**config.mk**
```make
export PLATFORM = sky130hd
export DESIGN_NAME = axis_64to32
export DESIGN_NICKNAME = d
export VERILOG_FILES = /design/src/rtl/axis_64to32.sv
export SDC_FILE = /design/constraint.sdc
export NUM_CORES = 1
export LEC_CHECK = 0
export BUFFER_PORTS_ARGS = -buffer_cell sky130_fd_sc_hd__buf_2
export CORE_MARGIN = 2
export CORE_UTILIZATION = 30
export DETAILED_ROUTE_END_ITERATION = 6
export HOLD_SLACK_MARGIN = 0.12
export PLACE_DENSITY_LB_ADDON = 0.3
export SLEW_MARGIN = 40
export SYNTH_ARGS = -nofsm -noshare
export SYNTH_HDL_FRONTEND = slang
export SYNTH_SLANG_ARGS = --single-unit
```
**constraint.sdc**
```tcl
create_clock -name AXIS_ACLK -period 3.3 [get_ports AXIS_ACLK]
set_clock_uncertainty 0.1 [all_clocks]
set_input_delay 0.165 -clock AXIS_ACLK [delete_from_list [all_inputs] [get_ports AXIS_ACLK]]
set_output_delay 0.165 -clock AXIS_ACLK [all_outputs]
set_load 0.05 [all_outputs]
```
**src/rtl/axis_64to32.sv**
```systemverilog
// axis_64to32: 64-bit to 32-bit AXI-Stream down-converter for the VITA49
// unpack path. Each 64-bit input beat is held and replayed as two 32-bit
// words. TUSER is captured once per packet, and the block keeps a sticky
// oversize flag and a delivered-packet counter.
module axis_64to32 #(
  parameter int LOW_FIRST = 1,
  parameter int MAX_BEATS = 1024
) (
  input  logic        AXIS_ACLK,
  input  logic        AXIS_ARESETN,
  input  logic        S_AXIS_TVALID,
  output logic        S_AXIS_TREADY,
  input  logic [63:0] S_AXIS_TDATA,
  input  logic        S_AXIS_TLAST,
  input  logic [31:0] S_AXIS_TUSER,
  output logic        M_AXIS_TVALID,
  input  logic        M_AXIS_TREADY,
  output logic [31:0] M_AXIS_TDATA,
  output logic        M_AXIS_TLAST,
  output logic [31:0] M_AXIS_TUSER,
  output logic [31:0] PKT_COUNT,
  output logic        OVERSIZE
);

  localparam int CW = $clog2(MAX_BEATS) + 1;
  localparam logic [CW-1:0] CNT_LAST = CW'(MAX_BEATS - 1);

  typedef enum logic [1:0] {
    EMPTY = 2'd0,
    LO    = 2'd1,
    HI    = 2'd2
  } state_t;

  state_t        state_q, state_d;
  logic [63:0]   data_q, data_d;
  logic          last_q, last_d;
  logic [31:0]   tuser_q, tuser_d;
  logic          sop_q, sop_d;
  logic [CW-1:0] beat_cnt_q, beat_cnt_d;
  logic [31:0]   pkt_count_q, pkt_count_d;
  logic          oversize_q, oversize_d;

  logic          s_ready;
  logic          s_xfr;
  logic          m_xfr;
  logic          m_last;
  logic [31:0]   first_word;
  logic [31:0]   second_word;

  // Handshakes and word selection; the input is only free once the second half is leaving
  always_comb begin
    s_ready     = (state_q == EMPTY) || ((state_q == HI) && M_AXIS_TREADY);
    s_xfr       = S_AXIS_TVALID && s_ready;
    m_xfr       = (state_q != EMPTY) && M_AXIS_TREADY;
    m_last      = (state_q == HI) && last_q;
    first_word  = (LOW_FIRST != 0) ? data_q[31:0]  : data_q[63:32];
    second_word = (LOW_FIRST != 0) ? data_q[63:32] : data_q[31:0];
  end

  // Next-state logic for the FSM, holding register, packet tracking and statistics
  always_comb begin
    state_d     = state_q;
    data_d      = data_q;
    last_d      = last_q;
    tuser_d     = tuser_q;
    sop_d       = sop_q;
    beat_cnt_d  = beat_cnt_q;
    pkt_count_d = pkt_count_q;
    oversize_d  = oversize_q;

    case (state_q)
      EMPTY:   if (s_xfr) state_d = LO;
      LO:      if (m_xfr) state_d = HI;
      HI:      if (m_xfr) state_d = s_xfr ? LO : EMPTY;
      default: state_d = EMPTY;
    endcase

    if (s_xfr) begin
      data_d = S_AXIS_TDATA;
      last_d = S_AXIS_TLAST;
      sop_d  = S_AXIS_TLAST;
      if (sop_q) begin
        tuser_d = S_AXIS_TUSER;
      end
      if (S_AXIS_TLAST) begin
        beat_cnt_d = '0;
      end else if (beat_cnt_q == CNT_LAST) begin
        oversize_d = 1'b1;
      end else begin
        beat_cnt_d = beat_cnt_q + 1'b1;
      end
    end

    if (m_xfr && m_last) begin
      pkt_count_d = pkt_count_q + 32'd1;
    end
  end

  // State registers with synchronous active-low reset
  always_ff @(posedge AXIS_ACLK) begin
    if (!AXIS_ARESETN) begin
      state_q     <= EMPTY;
      data_q      <= '0;
      last_q      <= 1'b0;
      tuser_q     <= '0;
      sop_q       <= 1'b1;
      beat_cnt_q  <= '0;
      pkt_count_q <= '0;
      oversize_q  <= 1'b0;
    end else begin
      state_q     <= state_d;
      data_q      <= data_d;
      last_q      <= last_d;
      tuser_q     <= tuser_d;
      sop_q       <= sop_d;
      beat_cnt_q  <= beat_cnt_d;
      pkt_count_q <= pkt_count_d;
      oversize_q  <= oversize_d;
    end
  end

  assign S_AXIS_TREADY = s_ready;
  assign M_AXIS_TVALID = (state_q != EMPTY);
  assign M_AXIS_TDATA  = (state_q == LO) ? first_word :
                         (state_q == HI) ? second_word : 32'd0;
  assign M_AXIS_TLAST  = m_last;
  assign M_AXIS_TUSER  = tuser_q;
  assign PKT_COUNT     = pkt_count_q;
  assign OVERSIZE      = oversize_q;

endmodule
```
# Word-level counts from Yosys, hierarchy flattened
# Cells that the tools add are included.
[word_totals] regBits=144 inputBits=101 out_inout_bits=100 word_cells=39
[op_classes] addsub=2 n_eq_ne=7 mux=9 bitwise_logic=1 reduce_logical=12
[ops] cell="$mux W32" n=2
[ops] cell="$add A32 B1 Y32 const B" n=1
[ops] cell="$mux W11" n=2
[ops] cell="$add A11 B1 Y11 const B" n=1
[ops] cell="$eq A11 B10 Y1 const B" n=1
[ops] cell="$ne A2 B2 Y1 const B" n=4
[ops] cell="$mux W2" n=3
[ops] cell="$pmux W2 S3" n=1
[ops] cell="$reduce_and A3 Y1" n=2
[ops] cell="$logic_and A1 B1 Y1" n=5
[ops] cell="$reduce_and A2 Y1" n=2
[ops] cell="$eq A2 B1 Y1 const B" n=1
[ops] cell="$eq A2 B2 Y1 const B" n=1
[ops] cell="$logic_not A2 Y1" n=1
[ops] cell="$reduce_bool A2 Y1" n=1
[ops] cell="$logic_or A1 B1 Y1" n=1
[ops] cell="$mux W1" n=1
[ops] cell="$not A1 Y1" n=1

# Depth between registers and ports, before layout
# Gate-level depths: netlist (run 1).
[logic_depth] depth_word=7 mapped_depth=8 depth_no_buf=6

# Worst setup path before layout (run 1)
# No wires, ideal clock.
[synth_timing] path_type="register -> register" startpoint="register pkt_count_q[4], in the netlist PKT_COUNT[4]" endpoint="register pkt_count_q[28], in the netlist PKT_COUNT[28]" setup_time_ns=0.120 arrival_time_ns=2.067 required_time_ns=3.080 slack_ns=1.014 stages_incl_launch_ff=7 n_path_buf=1 synth_period_minus_slack_ns=2.286 cell_sequence="dfxtp_1 -> nand4_2 -> or4_1 -> buf_2 -> nor2_1 -> nand4_1 -> mux2i_1"
[synth_via] elab_chain_cells=1
[synth_rtl] element="start: declaration" line_no="40" text="logic [31:0] pkt_count_q, pkt_count_d;"
[synth_rtl] element="start signal: assignment" line_no="117" text="pkt_count_q <= pkt_count_d;"
[synth_rtl] element="$add A32 B1 Y32" line_no="95" text="pkt_count_d = pkt_count_q + 32'd1;"
# Every way passes these cells.
# A chain may end at the register's enable or synchronous reset.

# Worst setup path in the final report (run 1)
[layout_timing] startpoint="register state_q[0]" endpoint="output M_AXIS_TDATA[28]"
[layout_via] elab_chain_cells=3 elab_cells_between_ends=4 classes_between="2 x eq/ne; 2 x mux"
[layout_rtl] element="start: declaration" line_no="34" text="state_t state_q, state_d;"
[layout_rtl] element="start signal: assignment" line_no="111" text="state_q <= state_d;"
[layout_rtl] element="$eq A2 B2 Y1" line_no="125" text="(state_q == HI) ? second_word : 32'd0;"
[layout_rtl] element="$mux W32" line_no="125"
[layout_rtl] element="$mux W32 (*)" line_no="124" text="assign M_AXIS_TDATA = (state_q == LO) ? first_word :"
[layout_rtl] element="end: declaration" line_no="18" text="output logic [31:0] M_AXIS_TDATA,"
# Mark *: on every way between the ends. The rest lies on a longest branch, timed or not.

==> run_results.csv, run 1 <==
group,metric,value,unit
sta,final.min_clock_period,2.70,ns
finish,final_cell_count_no_fill,1290,
yosys,postSynthCellCount,731,
worst_setup_path,path_cells,"inv_1, nor2_2, buf_4, a22o_1, buf_2",
clock_network,cts.path.max_buffers,2,
yosys,ys_warn_count,0,
worst_setup_path,worstPathArrival,2.43,ns
clock_network,clk_latency,0.41,ns
drt,detail_route.vias_per_cell,4.60,
die,die_h,147,um
finish,final_nets,1110,
worst_setup_path,slowest_delay,0.47,ns
clock_network,cts_tree,"done",
drt,wl_per_cell,13.4,um
worst_setup_path,rrSetupSlack,1.06,ns
yosys,synth_edf_count,0,
worst_setup_path,worstPathRequired,3.03,ns
clock_network,clock-sinks,144,
job,maxCapViolCount,0,
worst_setup_path,critPathMaxFanout,22,
placed_design,io_buffers,200,
global_route,grt_pass1_wl,28300,um
worst_setup_path,critPathSlowestCell,"dfxtp_1",
clock_network,htree_levels,4,
yosys,syn_area,6150,um^2
sta,setup_tns,0,ns
sta,fmaxAchievable,370,MHz
pwr,p_per_area,481,nW/um^2
finish,synthToLayoutAreaGrowth,46.2,%
worst_hold_path,hp-class,"input pin to flip-flop",
yosys,syn_area_per_cell,8.41,um^2
die,core_area,20200,um^2
drt,vias,5933,
placed_design,placed_cells,1158,
die,initial_utilization,30.5,%
finish,final_util,44.6,%
clock_network,cts_buffers,17,
yosys,synth_commonest_cells,"nand2_1, dfxtp_1, a21boi_0, clkbuf_1, a22o_1",
drt,drt-pass1-iter-count,4,
clock_network,postCtsSetupRepairBufs,0,
yosys,synth_top_cell_area_share,46.9,%
sta,fin_ws,0.601,ns
finish,drive_above_1_share,24.3,%
yosys,synth_top_area_cell,"dfxtp_1",
global_route,grt.overflow.total,0,
pwr,leakagePower,3.86,nW
yosys,yosysSeqAreaShare,46.9,%
yosys,synth_ff_type,"dfxtp_1",
drt,antenna_left,0,
yosys,synth_cell_types,44,
die,rows,52,
pwr,ir_drop,322,uV
sta,rsz0062_at_grt,"no",
worst_setup_path,startpoint_type,"flip-flop",
global_route,grt_max_degree,106,
drt,drtIter0Drc,289,
global_route,grt_pass1_vias,5789,
clock_network,clkTransAtPathRegs,0.06,ns
yosys,ys_seq_elements,144,
yosys,synth_nets,834,
global_route,grt_usage,15.9,%
worst_setup_path,worstSetupPathType,"flip-flop to output pin",
die,dieArea,21700,um^2
worst_setup_path,worst_setup_path_end_kind,"output pin",
yosys,async_flop_share,0,%
run_status,outcome,"complete, no violations",
sta,setup_viol,0,
sta,post-route-period-util,81.8,%
global_route,antenna_found_initial,1,
drt,drc,0,
drt,finalWirelength,17300,um
sta,finalMaxSlewViolations,0,
yosys,synth_area_leaders,"dfxtp_1, nand2_1, a21boi_0",
placed_design,dpl_worst_slack,1.02,ns
placed_design,dp_hpwl,10900,um
placed_design,gp_congestion,0.778,
sta,finalHoldViolations,0,
yosys,synth_most_common_cell,"nand2_1",
pwr,power,0.00433,W
die,dieWidth,147,um
clock_network,cts-root-buf,"clkbuf_16",
die,pin_count,201,
sta,worstMarginPinSlew,0.705,ns
sta,slew_headroom,53.0,%
-- critical path, delay by kind of cell (launching register included) --
kind                   cells  cell delay, ns
and+or+nand+nor            1            0.46
buffers and inverters      3            0.83
DFF                        1            0.47
AOI/OAI and AO/OA          1            0.26
-- final cells by class --
type | instances | area [um^2]
clock buffer | 22 | 484
clock inverter | 9 | 83.8
timing repair buffer | 308 | 2110
antenna | 1 | 2.50
fill | 2006 | 11200
tap | 270 | 338
multi-input combinational | 531 | 3070
sequential | 144 | 2880
inverter | 5 | 18.8
-- where the power goes --
group	switching (W)	total, W	leakage [nW]	internal, W
Combinational	0.000379	0.000624	2.41	0.000245
Sequential	0.0000433	0.00186	1.17	0.00182
Clock	0.000728	0.00184	0.270	0.00111
-- cell families after synthesis --
family | after synthesis | share of synthesized area [%]
buf+inv | 56 | 3.48
flops | 144 | 46.9
compound gates | 159 | 19.7
fa+ha+maj | 2 | 0.407
xor+xnor | 21 | 2.99
simple gates | 342 | 25.4
mux | 7 | 1.14
-- layout by cell type (no fill, tap or decap), types with 4 or more instances in the layout --
cell           synthesis  routed
clkbuf_16              0      17
a21oi_1                5       5
buf_2                  3     199
inv_1                  5       5
nor4_1                 7       7
dfxtp_1              144     144
nand4_1               11      11
mux2i_1                7       7
nand2_1              222     222
nor3_1                10      10
xnor2_1               11      11
or3_1                  8       8
a22o_1                32      32
clkinvlp_4             0       4
o21ai_0                9       9
clkbuf_8               0       4
a21boi_0             104     104
and2_1                23      23
nand2b_1               7       7
xor2_1                10      10
nor2_1                11      10
and4_1                 5       5
buf_4                  0       5
nand3_1               18      17
dlygate4sd3_1          0     100
-- final timing paths --
path                                               startpoint                            end  depth (start not counted)
worst max-delay path                  state_q[0]$_SDFFE_PN0P_               M_AXIS_TDATA[28]                          5
worst min-delay path                             AXIS_ARESETN             sop_q$_SDFFE_PN1N_                          2
worst max register to register        state_q[1]$_SDFFE_PN0P_     PKT_COUNT[31]$_SDFFE_PN0P_                          5
worst min register to register  M_AXIS_TUSER[28]$_SDFFE_PN0P_  M_AXIS_TUSER[28]$_SDFFE_PN0P_                          2
-- flip-flops by register name (all words and copies together) (netlist names) --
| signal | flops |
|---|---|
| M_AXIS_TUSER | 32 |
| OVERSIZE | 1 |
| PKT_COUNT | 32 |
| beat_cnt_q | 11 |
| data_q | 64 |
| last_q | 1 |
| sop_q | 1 |
| state_q | 2 |
-- per-layer routing --
metal / vias up / global-route usage [%] / share of wire [%]
met5: - / 0 / 0
met4: 0 / 5.29 / 1.6
met3: 19 / 3.60 / 4.4
met2: 137 / 25.8 / 47
met1: 2744 / 21.0 / 47
li1: 3033 / - / -
-- timing repair --
item                                   4_1_cts  5_1_grt
hold buffers                               100        0
endpoints found under the hold margin      104        0
resized for setup                            0        0
-- per-stage QoR --
| step | hold slack [ns] | instance area, um^2 |
|---|---|---|
| after floorplan | 0.210 | 6150 |
| after global placement | 0.315 | 7390 |
| after detailed placement | 0.323 | 7420 |
| after CTS | 0.132 | 8990 |
| after global routing | 0.180 | 8990 |
| final | 0.124 | 8990 |
Note: power is estimated with default switching activity, not from simulation.
==> inputs of run 2 (changes only) <==
Clock period 3.3 ns to 2.16 ns, I/O delays scaled along.
==> run 2 against run 1 <==
- sequential share of layout area fell by 0.78 points
- cell count up 1.6%
- clock power increased by 64%
- utilization is 1.3 points higher
- critical path depth grew 3
- power up 59%
- first-iteration DRC count shrank 29%
- wire length increased by 3.4%
- critical endpoint is now data_q[58]$_SDFFE_PN0N_
- largest cell class unchanged
- largest power group is now clock
==> run_results.csv, run 2 (synthesis results as in run 1) <==
group,metric,value,unit
clock_network,cts-root-buf,"clkbuf_16",
die,core_area,20200,um^2
die,rows,52,
pwr,leakagePower,4.01,nW
finish,largest_register,"data_q",
clock_network,cts_tree,"done",
sta,final.min_clock_period,2.06,ns
worst_hold_path,hp-class,"flip-flop to flip-flop",
sta,setup_tns,0,ns
sta,post-route-period-util,95.3,%
worst_setup_path,worstPathRequired,2.41,ns
finish,largest_reg_flops,64,
placed_design,dp_hpwl,11400,um
pwr,ir_drop,536,uV
clock_network,clkTransAtPathRegs,0.06,ns
finish,final_common_cell,"nand2_1",
global_route,grt.overflow.total,0,
die,die_h,147,um
sta,rsz0062_at_grt,"no",
drt,drt-pass1-iter-count,4,
finish,layout_common_cells,"nand2_1, buf_2, dfxtp_1",
finish,synthToLayoutAreaGrowth,50.4,%
sta,finalMaxSlewViolations,0,
die,initial_utilization,30.5,%
worst_setup_path,startpoint_type,"input pin",
worst_setup_path,critPathSlowestCell,"dlygate4sd3_1",
worst_setup_path,cpMostUsedCell,"dlygate4sd3_1",
drt,drc,0,
die,dieArea,21700,um^2
pwr,p_per_area,742,nW/um^2
finish,final_nets,1131,
clock_network,htree_levels,4,
placed_design,gp_congestion,0.778,
job,maxCapViolCount,0,
clock_network,cts_buffers,17,
clock_network,clk_latency,0.41,ns
pwr,power,0.00686,W
drt,wl_per_cell,13.6,um
finish,n_antenna_cell,0,
sta,finalHoldViolations,0,
drt,detail_route.vias_per_cell,4.60,
finish,drive_above_1_share,26.5,%
worst_setup_path,critPathMaxFanout,25,
worst_setup_path,path_cells,"dlygate4sd3_1, buf_2, or2b_1, nand3_2, buf_12, nand2_1, a21boi_0, dlygate4sd3_1",
sta,worstMarginPinSlew,0.502,ns
run_status,outcome,"complete, no violations",
worst_setup_path,worst_setup_path_end_kind,"flip-flop",
worst_setup_path,worstPathArrival,2.31,ns
worst_setup_path,worstSetupPathType,"input pin to flip-flop",
global_route,grt_pass1_vias,5810,
drt,antenna_left,0,
drt,finalWirelength,17900,um
global_route,grt_max_degree,51,
global_route,grt_usage,16.3,%
sta,slew_headroom,66.5,%
clock_network,clock-sinks,144,
drt,drtIter0Drc,204,
finish,final_cell_count_no_fill,1311,
sta,fmaxAchievable,486,MHz
global_route,antenna_found_initial,0,
die,dieWidth,147,um
placed_design,placed_cells,1175,
placed_design,io_buffers,200,
clock_network,cts.path.max_buffers,2,
die,pin_count,201,
worst_setup_path,slowest_delay,0.57,ns
drt,vias,6030,
global_route,grt_pass1_wl,28600,um
sta,setup_viol,0,
run 2: cell types whose count changed in the layout (fill, tap and decap cells not counted), sizes merged:
cell / change
bufinv: +2
clkinvlp: -2
clkinv: +2
inv: +2
diode: -1
dlygate4sd3: +3
clkbuf: -2
buf: +17
run 2: critical path: cells and delay by family:
family                 cells  cell delay [ns]
buffers and inverters      4             1.50
AOI/OAI and AO/OA          1             0.17
and+or+nand+nor            3             0.54
run 2: final timing paths:
check / startpoint / to / slack (ns) / depth (start not counted)
min: data_q[60]$_SDFFE_PN0N_ / data_q[60]$_SDFFE_PN0N_ / 0.36 / 2
min reg2reg: data_q[60]$_SDFFE_PN0N_ / data_q[60]$_SDFFE_PN0N_ / 0.36 / 2
max: M_AXIS_TREADY / data_q[58]$_SDFFE_PN0N_ / 0.10 / 8
max reg2reg: state_q[1]$_SDFFE_PN0P_ / data_q[58]$_SDFFE_PN0N_ / 0.13 / 6
run 2: repair_timing:
item                                    in CTS  in global routing
endpoints found under the setup margin       0                 40
resized for setup                            0                  2
hold buffers                               103                  0
endpoints found under the hold margin      125                  0
setup buffers                                0                  0
run 2: stage by stage:
stage | cell area [um^2] | hold WS [ns] | setup slack (ns) | utilization [%]
2_1_floorplan | 6160 | 0.153 | 0.0147 | -
3_3_place_gp | 7580 | 0.259 | 0.131 | 37.6
3_5_place_dp | 7580 | 0.267 | 0.0665 | 37.6
4_1_cts | 9210 | 0.359 | 0.0168 | 45.7
5_1_grt | 9250 | 0.383 | 0.00281 | 45.9
6_report | 9250 | 0.358 | 0.101 | 45.9
run 2: area by class of cell:
cell class | count | area [um^2]
Timing Repair Buffer | 329 | 2320
Inverter | 5 | 18.8
Sequential cell | 144 | 2890
Multi-Input combinational cell | 531 | 3070
Clock inverter | 13 | 160
Clock buffer | 19 | 443
Tap cell | 270 | 338
Fill cell | 1977 | 10900
run 2: power by group:
group / internal, W / switching, W / leakage, nW
clock network: 0.00185 / 0.00116 / 0.293
logic: 0.000411 / 0.000602 / 2.54
registers: 0.00278 / 0.0000604 / 1.18
total: 0.00504 / 0.00182 / 4.01
run 2: layer usage:
layer  up-vias  share of wire [%]  GRT usage (%)
met2       139                 48           27.9
met4         0                1.3           5.10
li1       3080                  -              -
met1      2794                 47           20.3
met5         -                  0              0
met3        17                4.2           3.91
==> inputs of run 3 (changes only) <==
Settings changed: CORE_UTILIZATION 30 to 46.
==> run 3 against run 2 <==
- first-iteration DRC count rose by 71%
- design area down 1.7%
- combinational power barely moved
- power is 0.56% lower
- critical path type is now flip-flop to output pin
- largest cell class unchanged
==> run_results.csv, run 3 (synthesis results as in run 1) <==
group,metric,value,unit
run_status,outcome,"complete, no violations",
die,dieArea,14300,um^2
drt,wl_per_cell,14.4,um
finish,largest_reg_flops,64,
worst_setup_path,path_cells,"buf_4, inv_1, nor2_4, buf_12, a22o_1, clkbuf_4",
die,die_h,120,um
pwr,switching_share,25.6,%
worst_setup_path,startpoint_type,"flip-flop",
sta,setup_viol,0,
worst_setup_path,reg2reg_depth,8,
die,dieWidth,120,um
pwr,p_per_area,751,nW/um^2
sta,slew_headroom,63.3,%
clock_network,cts_tree,"done",
placed_design,gp_congestion,0.801,
drt,detail_route.vias_per_cell,5.09,
clock_network,clk_latency,0.41,ns
sta,final.min_clock_period,2.02,ns
clock_network,clock-sinks,144,
global_route,antenna_found_initial,0,
clock_network,cts_buffers,17,
global_route,grt.overflow.total,0,
finish,n_antenna_cell,0,
clock_network,cts.path.max_buffers,2,
worst_setup_path,r2r-start,"state_q[0]$_SDFFE_PN0P_",
sta,rsz0062_at_grt,"no",
pwr,p_int,0.00508,W
finish,largest_register,"data_q",
pwr,p_comb_share,14.6,%
pwr,power,0.00683,W
sta,finalMaxSlewViolations,0,
finish,synthToLayoutAreaGrowth,47.8,%
clock_network,clkTransAtPathRegs,0.06,ns
die,core_area,13100,um^2
pwr,leakagePower,3.96,nW
drt,finalWirelength,17500,um
sta,finalHoldViolations,0,
worst_setup_path,critPathMaxFanout,31,
drt,drtIter0Drc,349,
worst_setup_path,worstPathArrival,1.81,ns
pwr,clkPwrFrac,43.7,%
placed_design,dp_hpwl,10000,um
sta,post-route-period-util,93.5,%
die,initial_utilization,46.8,%
global_route,grt_pass1_vias,6172,
sta,worstMarginPinSlew,0.550,ns
worst_hold_path,hp-class,"flip-flop to flip-flop",
global_route,grt_pass1_wl,28600,um
worst_setup_path,worstPathRequired,1.95,ns
worst_setup_path,critPathSlowestCell,"dfxtp_1",
worst_hold_path,hold_path_depth,2,
drt,antenna_left,0,
job,maxCapViolCount,0,
worst_setup_path,worstSetupPathType,"flip-flop to output pin",
worst_setup_path,worst_setup_path_end_kind,"output pin",
sta,whs,0.358,ns
pwr,switchingPower,0.00174,W
sta,setup_tns,0,ns
drt,vias,6153,
finish,drive_above_1_share,26.2,%
worst_hold_path,whs_endpoint,"M_AXIS_TUSER[19]$_SDFFE_PN0P_",
worst_setup_path,reg2reg_to,"M_AXIS_TUSER[22]$_SDFFE_PN0P_",
worst_hold_path,holdCritStartpoint,"M_AXIS_TUSER[19]$_SDFFE_PN0P_",
drt,drt-pass1-iter-count,4,
finish,layout_common_cells,"nand2_1, buf_2, dfxtp_1",
clock_network,cts-root-buf,"clkbuf_16",
finish,final_common_cell,"nand2_1",
die,pin_count,201,
finish,final_util,69.2,%
worst_setup_path,slowest_delay,0.33,ns
global_route,grt_max_degree,67,
finish,final_nets,1125,
drt,drc,0,
pwr,seqPwrFrac,41.7,%
sta,fmaxAchievable,495,MHz
global_route,grt_usage,24.4,%
clock_network,htree_levels,4,
pwr,ir_drop,511,uV
die,rows,42,
worst_setup_path,rrSetupSlack,0.15,ns
placed_design,io_buffers,200,
==> run 3: cell types whose count changed in the layout (fill, tap and decap cells not counted), moves of 2 or more <==
cell,delta
buf_4,-3
buf_2,-11
dlygate4sd3_1,-2
clkbuf_8,+2
clkbuf_4,+11
clkinv_4,-2
==> run 3: how the worst max path moves through the flow <==
stage	cells past startpoint	endpoint	start
floorplan	6	PKT_COUNT[28]$_SDFFE_PN0P_	PKT_COUNT[9]$_SDFFE_PN0P_
global placement	5	PKT_COUNT[28]$_SDFFE_PN0P_	state_q[1]$_SDFFE_PN0P_
detailed placement	7	PKT_COUNT[31]$_SDFFE_PN0P_	state_q[1]$_SDFFE_PN0P_
CTS	6	M_AXIS_TDATA[25]	state_q[0]$_SDFFE_PN0P_
global route	8	M_AXIS_TUSER[21]$_SDFFE_PN0P_	state_q[0]$_SDFFE_PN0P_
finish	6	M_AXIS_TDATA[29]	state_q[0]$_SDFFE_PN0P_
==> run 3: through the flow <==
| step | instance area [um^2] | cells | setup WS (ns) |
|---|---|---|---|
| 3_5_place_dp | 7420 | 1075 | 0.187 |
| 4_1_cts | 9030 | 1207 | 0.0709 |
| 5_1_grt | 9090 | 1210 | 0.0192 |
| 2_1_floorplan | 6160 | 731 | 0.0147 |
| 6_report | 9090 | 1210 | 0.141 |
| 3_3_place_gp | 7420 | 1075 | 0.198 |
==> run 3: worst max-delay path, delay by kind of cell (launching register included) <==
family / cells / cell delay [ns]
and+or+nand+nor: 1 / 0.14
AOI/OAI and AO/OA: 1 / 0.20
buffers and inverters: 4 / 0.70
DFF: 1 / 0.33
==> run 3: area by class of cell <==
| class | instances | area, um^2 |
|---|---|---|
| timing repair buffer | 323 | 2280 |
| multi-input combinational | 531 | 3070 |
| fill | 1068 | 4050 |
| tap | 176 | 220 |
| clock inverter | 10 | 134 |
| sequential | 144 | 2890 |
| inverter | 5 | 18.8 |
| clock buffer | 21 | 470 |
==> run 3: timing repair <==
item                                    in CTS  in global routing
gates resized for setup                      0                 13
setup buffers                                0                  3
hold buffers                               101                  0
endpoints found under the setup margin       0                 14
hold endpoints to repair                   115                  0
==> run 3: power by group through the flow <==
stage               sequential [W]  clock, W  combinational, W
finish                     0.00285   0.00298          0.000997
global route               0.00286   0.00316           0.00107
CTS                        0.00285   0.00305          0.000967
detailed placement         0.00290         0          0.000824
global placement           0.00290         0          0.000818
floorplan                  0.00303         0          0.000412
==> run 3: routing by layer <==
metal	track usage, %	vias up	part of all wire (%)
met2	39.9	230	47
met1	28.8	2802	43
met5	0	-	0
li1	-	3056	-
met3	6.65	65	6.1
met4	14.2	0	4.0
